## src/rtl/rt_preload_pkg.sv

```systemverilog
// Shared types for the racetrack data-memory preloader.
//   state_e        : loader FSM states
//   err_code_e     : values reported on err_code_o
//   BYTES_PER_WORD : bytes packed into one port-B word
//   bytes_to_words : ceil(n / 4) without overflowing the 32-bit byte count
package rt_preload_pkg;

    localparam int unsigned BYTES_PER_WORD = 4;
    localparam int unsigned WORD_W         = 32;
    localparam int unsigned BYTE_W         = 8;

    typedef enum logic [2:0] {
        ST_IDLE,
        ST_FILL,
        ST_ISSUE,
        ST_WAIT_VALID,
        ST_GAP,
        ST_DRAIN,
        ST_DONE,
        ST_ERROR
    } state_e;

    typedef enum logic [1:0] {
        ERR_NONE     = 2'd0,
        ERR_OVERSIZE = 2'd1,
        ERR_TIMEOUT  = 2'd2
    } err_code_e;

    // Widen before adding 3 so a byte count near 2^32 cannot wrap to a small word count.
    function automatic logic [30:0] bytes_to_words(input logic [31:0] num_bytes);
        logic [32:0] sum;
        sum = {1'b0, num_bytes} + 33'd3;
        return sum[32:2];
    endfunction

endpackage

```

## src/rtl/rt_byte_packer.sv

```systemverilog
// Little-endian byte-lane assembler for one 32-bit word.
//   clk_i, rst_ni  : clock, async active-low reset
//   clear_i        : zero the word and restart at lane 0
//   fill_en_i      : stream ready (bytes are accepted only while set)
//   last_word_i    : current word is the final word of the image
//   last_len_i     : bytes in the final word (0 means a full word)
//   s_valid_i/s_data_i : byte stream
//   word_done_c    : the byte accepted this cycle completes the word
//   word_o         : assembled word, unfilled lanes read as 0
module rt_byte_packer
    import rt_preload_pkg::*;
(
    input  logic                          clk_i,
    input  logic                          rst_ni,
    input  logic                          clear_i,
    input  logic                          fill_en_i,
    input  logic                          last_word_i,
    input  logic [$clog2(BYTES_PER_WORD)-1:0] last_len_i,
    input  logic                          s_valid_i,
    input  logic [BYTE_W-1:0]             s_data_i,
    output logic                          word_done_c,
    output logic [WORD_W-1:0]             word_o
);

    localparam int unsigned LANE_W = $clog2(BYTES_PER_WORD);
    localparam int unsigned CNT_W  = LANE_W + 1;

    logic [LANE_W-1:0] lane_q;
    logic [WORD_W-1:0] word_q;
    logic [CNT_W-1:0]  word_len;
    logic [CNT_W-1:0]  lane_next;
    logic              accept;

    // Bytes expected in this word: short only for the padded tail of the image.
    always_comb begin
        word_len = CNT_W'(BYTES_PER_WORD);
        if (last_word_i && (last_len_i != '0)) begin
            word_len = {1'b0, last_len_i};
        end
    end

    assign accept      = fill_en_i && s_valid_i;
    assign lane_next   = {1'b0, lane_q} + CNT_W'(1);
    assign word_done_c = accept && (lane_next == word_len);
    assign word_o      = word_q;

    // Byte k of the word lands in bits [8k+7:8k].
    always_ff @(posedge clk_i or negedge rst_ni) begin
        if (!rst_ni) begin
            lane_q <= '0;
            word_q <= '0;
        end else if (clear_i) begin
            lane_q <= '0;
            word_q <= '0;
        end else if (accept) begin
            word_q[{lane_q, 3'b000} +: BYTE_W] <= s_data_i;
            lane_q                             <= lane_next[LANE_W-1:0];
        end
    end

endmodule

```

## src/rtl/rt_mem_preloader.sv

```systemverilog
// Firmware loader for the racetrack LiM data memory (port B).
// Packs a little-endian byte stream into words, writes each word over port B
// and waits for rvalid before the next, then drains and enables core fetch.
//   clk_i, rst_ni                 : clock, async active-low reset
//   start_i, base_addr_i, num_bytes_i : load request (accepted in IDLE/DONE/ERROR)
//   s_valid_i, s_data_i, s_ready_o    : byte stream
//   en_b_o, we_b_o, be_b_o, addr_b_o, wdata_b_o, rvalid_b_i : port B
//   lim_funct_o, we_funct_o, addr_range_o : LiM controls, held neutral
//   busy_o, done_o, fetch_enable_o, err_o, err_code_o : status
module rt_mem_preloader
    import rt_preload_pkg::*;
#(
    parameter int unsigned RAM_ADDR_WIDTH = 22,
    parameter int unsigned MAX_WORDS      = 64000,
    parameter int unsigned LIM_FUNCT_W    = 3,
    parameter int unsigned TIMEOUT_CYCLES = 1024,
    parameter int unsigned DRAIN_CYCLES   = 3
) (
    input  logic                      clk_i,
    input  logic                      rst_ni,
    input  logic                      start_i,
    input  logic [RAM_ADDR_WIDTH-1:0] base_addr_i,
    input  logic [31:0]               num_bytes_i,
    input  logic                      s_valid_i,
    input  logic [7:0]                s_data_i,
    output logic                      s_ready_o,
    output logic                      en_b_o,
    output logic                      we_b_o,
    output logic [3:0]                be_b_o,
    output logic [RAM_ADDR_WIDTH-1:0] addr_b_o,
    output logic [31:0]               wdata_b_o,
    output logic [LIM_FUNCT_W-1:0]    lim_funct_o,
    output logic                      we_funct_o,
    output logic [RAM_ADDR_WIDTH-1:0] addr_range_o,
    input  logic                      rvalid_b_i,
    output logic                      busy_o,
    output logic                      done_o,
    output logic                      fetch_enable_o,
    output logic                      err_o,
    output logic [1:0]                err_code_o
);

    localparam int unsigned RW      = RAM_ADDR_WIDTH;
    localparam int unsigned LANE_W  = $clog2(BYTES_PER_WORD);
    localparam int unsigned WORDS_W = $clog2(MAX_WORDS + 1);
    localparam int unsigned TMO_W   = $clog2(TIMEOUT_CYCLES + 1);
    // DRAIN_CYCLES is expected to be at least 1.
    localparam int unsigned DRAIN_W = (DRAIN_CYCLES > 1) ? $clog2(DRAIN_CYCLES + 1) : 1;

    state_e              state_q, state_d;
    logic [RW-1:0]       addr_q, addr_d;
    logic [WORDS_W-1:0]  words_left_q, words_left_d;
    logic [LANE_W-1:0]   last_len_q, last_len_d;
    logic [TMO_W-1:0]    tmo_q, tmo_d;
    logic [DRAIN_W-1:0]  drain_q, drain_d;
    err_code_e           err_code_q, err_code_d;
    logic [30:0]         words_req;
    logic                clear_c;

    logic                s_ready_q;
    logic                en_q;
    logic                be_on_q;
    logic                busy_q;
    logic                done_q;
    logic                err_q;

    logic                word_done_c;
    logic [WORD_W-1:0]   word;
    logic                unused_base_lsbs;

    // Word addresses only: the two byte-offset bits of the base are dropped.
    assign unused_base_lsbs = ^base_addr_i[1:0];

    rt_byte_packer u_packer (
        .clk_i       (clk_i),
        .rst_ni      (rst_ni),
        .clear_i     (clear_c),
        .fill_en_i   (s_ready_q),
        .last_word_i (words_left_q == WORDS_W'(1)),
        .last_len_i  (last_len_q),
        .s_valid_i   (s_valid_i),
        .s_data_i    (s_data_i),
        .word_done_c (word_done_c),
        .word_o      (word)
    );

    // Next-state and counter update logic.
    always_comb begin
        state_d      = state_q;
        addr_d       = addr_q;
        words_left_d = words_left_q;
        last_len_d   = last_len_q;
        tmo_d        = tmo_q;
        drain_d      = drain_q;
        err_code_d   = err_code_q;
        clear_c      = 1'b0;
        words_req    = bytes_to_words(num_bytes_i);

        unique case (state_q)
            ST_IDLE, ST_DONE, ST_ERROR: begin
                if (start_i) begin
                    clear_c    = 1'b1;
                    addr_d     = {base_addr_i[RW-1:2], 2'b00};
                    last_len_d = num_bytes_i[LANE_W-1:0];
                    err_code_d = ERR_NONE;
                    tmo_d      = '0;
                    drain_d    = '0;
                    if (words_req > 31'(MAX_WORDS)) begin
                        state_d      = ST_ERROR;
                        err_code_d   = ERR_OVERSIZE;
                        words_left_d = '0;
                    end else if (words_req == '0) begin
                        state_d      = ST_DRAIN;
                        words_left_d = '0;
                    end else begin
                        state_d      = ST_FILL;
                        words_left_d = WORDS_W'(words_req);
                    end
                end
            end
            ST_FILL: begin
                if (word_done_c) begin
                    state_d = ST_ISSUE;
                end
            end
            ST_ISSUE: begin
                state_d = ST_WAIT_VALID;
                tmo_d   = '0;
            end
            ST_WAIT_VALID: begin
                // rvalid wins over an expiry in the same cycle.
                if (rvalid_b_i) begin
                    state_d = ST_GAP;
                    tmo_d   = '0;
                end else if (tmo_q == TMO_W'(TIMEOUT_CYCLES - 1)) begin
                    state_d    = ST_ERROR;
                    err_code_d = ERR_TIMEOUT;
                end else begin
                    tmo_d = tmo_q + TMO_W'(1);
                end
            end
            ST_GAP: begin
                clear_c      = 1'b1;
                addr_d       = addr_q + RW'(BYTES_PER_WORD);
                words_left_d = words_left_q - WORDS_W'(1);
                drain_d      = '0;
                state_d      = (words_left_q == WORDS_W'(1)) ? ST_DRAIN : ST_FILL;
            end
            ST_DRAIN: begin
                if (drain_q == DRAIN_W'(DRAIN_CYCLES - 1)) begin
                    state_d = ST_DONE;
                    drain_d = '0;
                end else begin
                    drain_d = drain_q + DRAIN_W'(1);
                end
            end
            default: begin
                state_d = ST_IDLE;
            end
        endcase
    end

    // State, counters and registered outputs (outputs decoded from next state).
    always_ff @(posedge clk_i or negedge rst_ni) begin
        if (!rst_ni) begin
            state_q      <= ST_IDLE;
            addr_q       <= '0;
            words_left_q <= '0;
            last_len_q   <= '0;
            tmo_q        <= '0;
            drain_q      <= '0;
            err_code_q   <= ERR_NONE;
            s_ready_q    <= 1'b0;
            en_q         <= 1'b0;
            be_on_q      <= 1'b0;
            busy_q       <= 1'b0;
            done_q       <= 1'b0;
            err_q        <= 1'b0;
        end else begin
            state_q      <= state_d;
            addr_q       <= addr_d;
            words_left_q <= words_left_d;
            last_len_q   <= last_len_d;
            tmo_q        <= tmo_d;
            drain_q      <= drain_d;
            err_code_q   <= err_code_d;
            s_ready_q    <= (state_d == ST_FILL);
            en_q         <= (state_d == ST_ISSUE);
            be_on_q      <= (state_d == ST_ISSUE);
            busy_q       <= state_d inside {ST_FILL, ST_ISSUE, ST_WAIT_VALID, ST_GAP, ST_DRAIN};
            done_q       <= (state_d == ST_DONE);
            err_q        <= (state_d == ST_ERROR);
        end
    end

    assign s_ready_o      = s_ready_q;
    assign en_b_o         = en_q;
    assign we_b_o         = en_q;
    assign be_b_o         = {4{be_on_q}};
    assign addr_b_o       = addr_q;
    assign wdata_b_o      = word;
    assign busy_o         = busy_q;
    assign done_o         = done_q;
    assign fetch_enable_o = done_q;
    assign err_o          = err_q;
    assign err_code_o     = err_code_q;

    // LiM controls stay neutral while the image is loaded.
    assign lim_funct_o    = '0;
    assign we_funct_o     = 1'b0;
    assign addr_range_o   = '0;

endmodule

```

## config.mk

```make
export PLATFORM = sky130hd
export DESIGN_NAME = rt_mem_preloader
export DESIGN_NICKNAME = d
export VERILOG_FILES = /design/src/rtl/rt_preload_pkg.sv /design/src/rtl/rt_byte_packer.sv /design/src/rtl/rt_mem_preloader.sv
export SDC_FILE = /design/constraint.sdc
export NUM_CORES = 1
export LEC_CHECK = 0
export ABC_CLOCK_PERIOD_IN_PS = 4750
export BUFFER_PORTS_ARGS = -buffer_cell sky130_fd_sc_hd__buf_2
export CORE_ASPECT_RATIO = 1.75
export CORE_MARGIN = 2
export CORE_UTILIZATION = 40
export DETAILED_ROUTE_END_ITERATION = 8
export PLACE_DENSITY = 0.66
export SLEW_MARGIN = 20
export SYNTH_ARGS = -nofsm -noshare
export SYNTH_HDL_FRONTEND = slang
export SYNTH_SLANG_ARGS = --single-unit
```

## constraint.sdc

```tcl
create_clock -name clk_i -period 4.75 [get_ports clk_i]
set_clock_uncertainty 0.2 [all_clocks]
set_input_delay 0.2375 -clock clk_i [delete_from_list [all_inputs] [get_ports clk_i]]
set_output_delay 0.2375 -clock clk_i [all_outputs]
set_load 0.05 [all_outputs]
```

==> reports/results.ini <==
[detailed_routing]
avgRoutedWirePerCell_um = 16.3
drt_iter0_drc = 250
final_antenna_net_count = 0
dr_total_vias = 5465
vias_per_cell = 5.51
post-route-drc-count = 0
dr.pass1.iters = 6
routed_wl_um = 16100

[critical_path]
cp_data_required_time_ns = 4.80
critPathArrivalTime_ns = 3.19
crit_start = num_bytes_i[1]
crit_type = in -> reg
startpoint_type = input port
r2r_start = state_q[2]$_DFF_PN0_
cp-end-kind = register
cp_max_fo = 8

[synthesis]
async_reset_ff_frac = 1.00
synth_area_leaders = dfrtp_1 (41%), nor2_1 (5.3%), buf_4 (4.5%)
netlist.area_leader.share = 0.407
yosys.area_share.simple = 0.247
synth_fa_ha_area_frac = 0.0214
synth_edf_count = 0
synthMuxAreaShare = 0.00514
syn_avg_cell_area_um2 = 8.70
synth_flop_cell = dfrtp_1
ys_types = 73
synthesis.area_mm2 = 0.00584
synth_compound_area_frac = 0.208
synth_xor_area_frac = 0.0375
syn-instance-count = 671
synth_top_area_cell = dfrtp_1
synth_top_family_by_area = simple AND/OR/NAND/NOR gates
ys_top_cells_by_count = dfrtp_1 (95), nor2_1 (82), nand2_1 (65)
synthMostInstantiatedCell = dfrtp_1
yosysSeqAreaShare = 0.407
synth-seq-cells = 95
yosys_warnings = 0

[hold_path]
min_from = s_data_i[5]
hold_path_class = in -> reg

[timing]
final.period_utilization = 0.661
hold_viol_final = 0
fmax_mhz = 318
setup_tns_ns = 0
slew-limit-headroom = 0.361
slew_viol_final = 0
final-setup-viol-count = 0
finalCriticalPeriod_ns = 3.14
grt_setup_unrepaired = false
worst_pin_slew_ns = 0.951
timing.final.ws_setup_ns = 1.61

[clock_tree]
htree_levels = 3
root_buffer = clkbuf_16
numCtsBuffers = 9
ctsHoldBuffers = 21
clkTransAtPathRegs_ns = 0.07
clock_latency_ns = 0.34
cts_resized = 0
post-cts-setup-buffer-count = 0
cts_sinks = 95
cts.path.max_buffers = 2
cts_tree = built

[placed_design]
portBuffers = 129
dp.cells = 955
globalplace.congestion = 0.830
dp_slack_ns = 1.40
hpwlAfterDp_um = 11800

[finish]
seqCellArea_mm2 = 0.00238
drive_gt1_frac = 0.214
insertedDiodeCount = 0
area_growth_pct = 20.8
final.fill_count = 1409
multiInputGateArea_mm2 = 0.00314
nNetsFinal = 884
utilization = 0.493
stdcell_count = 992

[outcome]
status = finished clean

[global_routing]
first_global_vias = 5234
grt_pass1_wl_um = 25400
grt-ovfl-total = 0
antenna_found_initial = 0
grt.total_usage = 0.207
grt_max_degree = 62

[floorplan]
die_area_mm2 = 0.0156
rows = 58
die_w_um = 95.3
ios = 160
core_area_mm2 = 0.0143
die_h_um = 164
start_util = 0.408

[power]
p_leak_nw = 3.24
power_density_mw_per_mm2 = 536
power_mw = 3.78
vdd_drop_max_mv = 0.200

[flow_run]
drv_cap = 0

==> registers in the layout, summed over array words and instances (netlist names) <==
register         count
err_code_o           2
err_o                1
tmo_q               11
u_packer.lane_q      2
addr_b_o            20
done_o               1
last_len_q           2
drain_q              2
be_on_q              1
state_q              3
busy_o               1
s_ready_o            1
words_left_q        16
u_packer.word_o     32
==> layout make-up <==
type,count,area share
sequential,95,0.337
inverter,17,0.00905
multi-input combinational,526,0.445
clock buffer,9,0.0319
tap,180,0.0319
clock inverter,7,0.0147
timing repair buffer,158,0.130
==> routing by layer <==
layer,share of wire,global-route usage,up-vias,routed length (µm)
met5,0,0,-,0
met4,0.028,0.0935,0,455
met3,0.043,0.0243,31,695
met2,0.54,0.381,174,8690
met1,0.39,0.232,2595,6290
li1,-,-,2665,-
==> worst max-delay path: stages <==
cell,delay [ns]
dlygate4sd3_1,0.52
buf_2,0.19
o2111ai_4,0.20
nor2_1,0.44
and3_1,0.30
o21ai_1,0.10
a2111o_1,0.40
nor3_2,0.28
nand2_1,0.26
o211ai_1,0.25
==> where the power goes <==
group	switching, mW	leakage [nW]	total, mW	internal (mW)
Combinational	1.23	1.84	1.72	0.493
Sequential	0.246	1.25	1.26	1.02
Clock	0.323	0.154	0.791	0.468
==> worst paths after layout <==
check | end | slack, ns | cells after the start
setup / recovery | words_left_q[9]$_DFFE_PN0P_ | 1.61 | 10
hold / removal | u_packer.word_o[21]$_DFFE_PN0P_ | 0.01 | 3
setup reg to reg | addr_b_o[14]$_DFFE_PN0P_ | 1.62 | 6
hold reg to reg | tmo_q[9]$_DFFE_PN0P_ | 0.29 | 1
max in group asynchronous | state_q[1]$_DFF_PN0_ | 3.07 | 3
min in group asynchronous | u_packer.word_o[19]$_DFFE_PN0P_ | 0.32 | 2
==> per-stage QoR <==
stage	cell area [µm²]	hold slack [ns]
final	7050	0.0135
after global routing	7050	0.0176
after CTS	7050	0.000879
after detailed placement	6520	0.172
after global placement	6520	0.175
after floorplan	5940	-0.258
==> layout by cell type, fill, tap and decap left out, drive strengths merged, types with 6 or more instances in the layout <==
cell | Yosys | routed
buf | 37 | 137
a21oi | 31 | 31
o21ai | 49 | 49
clkbuf | 22 | 9
conb | 1 | 28
nor4 | 19 | 19
a22oi | 33 | 33
xnor2 | 16 | 16
nand2 | 67 | 67
dfrtp | 95 | 95
nor2 | 82 | 82
xor2 | 9 | 9
dlygate4sd3 | 0 | 21
nand4 | 12 | 12
nor3 | 25 | 25
o211ai | 7 | 7
and3 | 13 | 13
o31ai | 13 | 13
inv | 17 | 19
nand3 | 25 | 25
or3 | 6 | 6
ha | 10 | 10
and2 | 6 | 6
==> logic make-up (layout without fill, tap and decap cells) <==
kind of cell / count (synthesis) / after routing
simple gates: 282 / 282
compound gates: 178 / 178
flops: 95 / 95
buf+inv: 77 / 191
xor+xnor: 25 / 25
fa+ha+maj: 10 / 10
mux: 3 / 3
other cells: 1 / 28
Power figures use the tool's default switching activity.
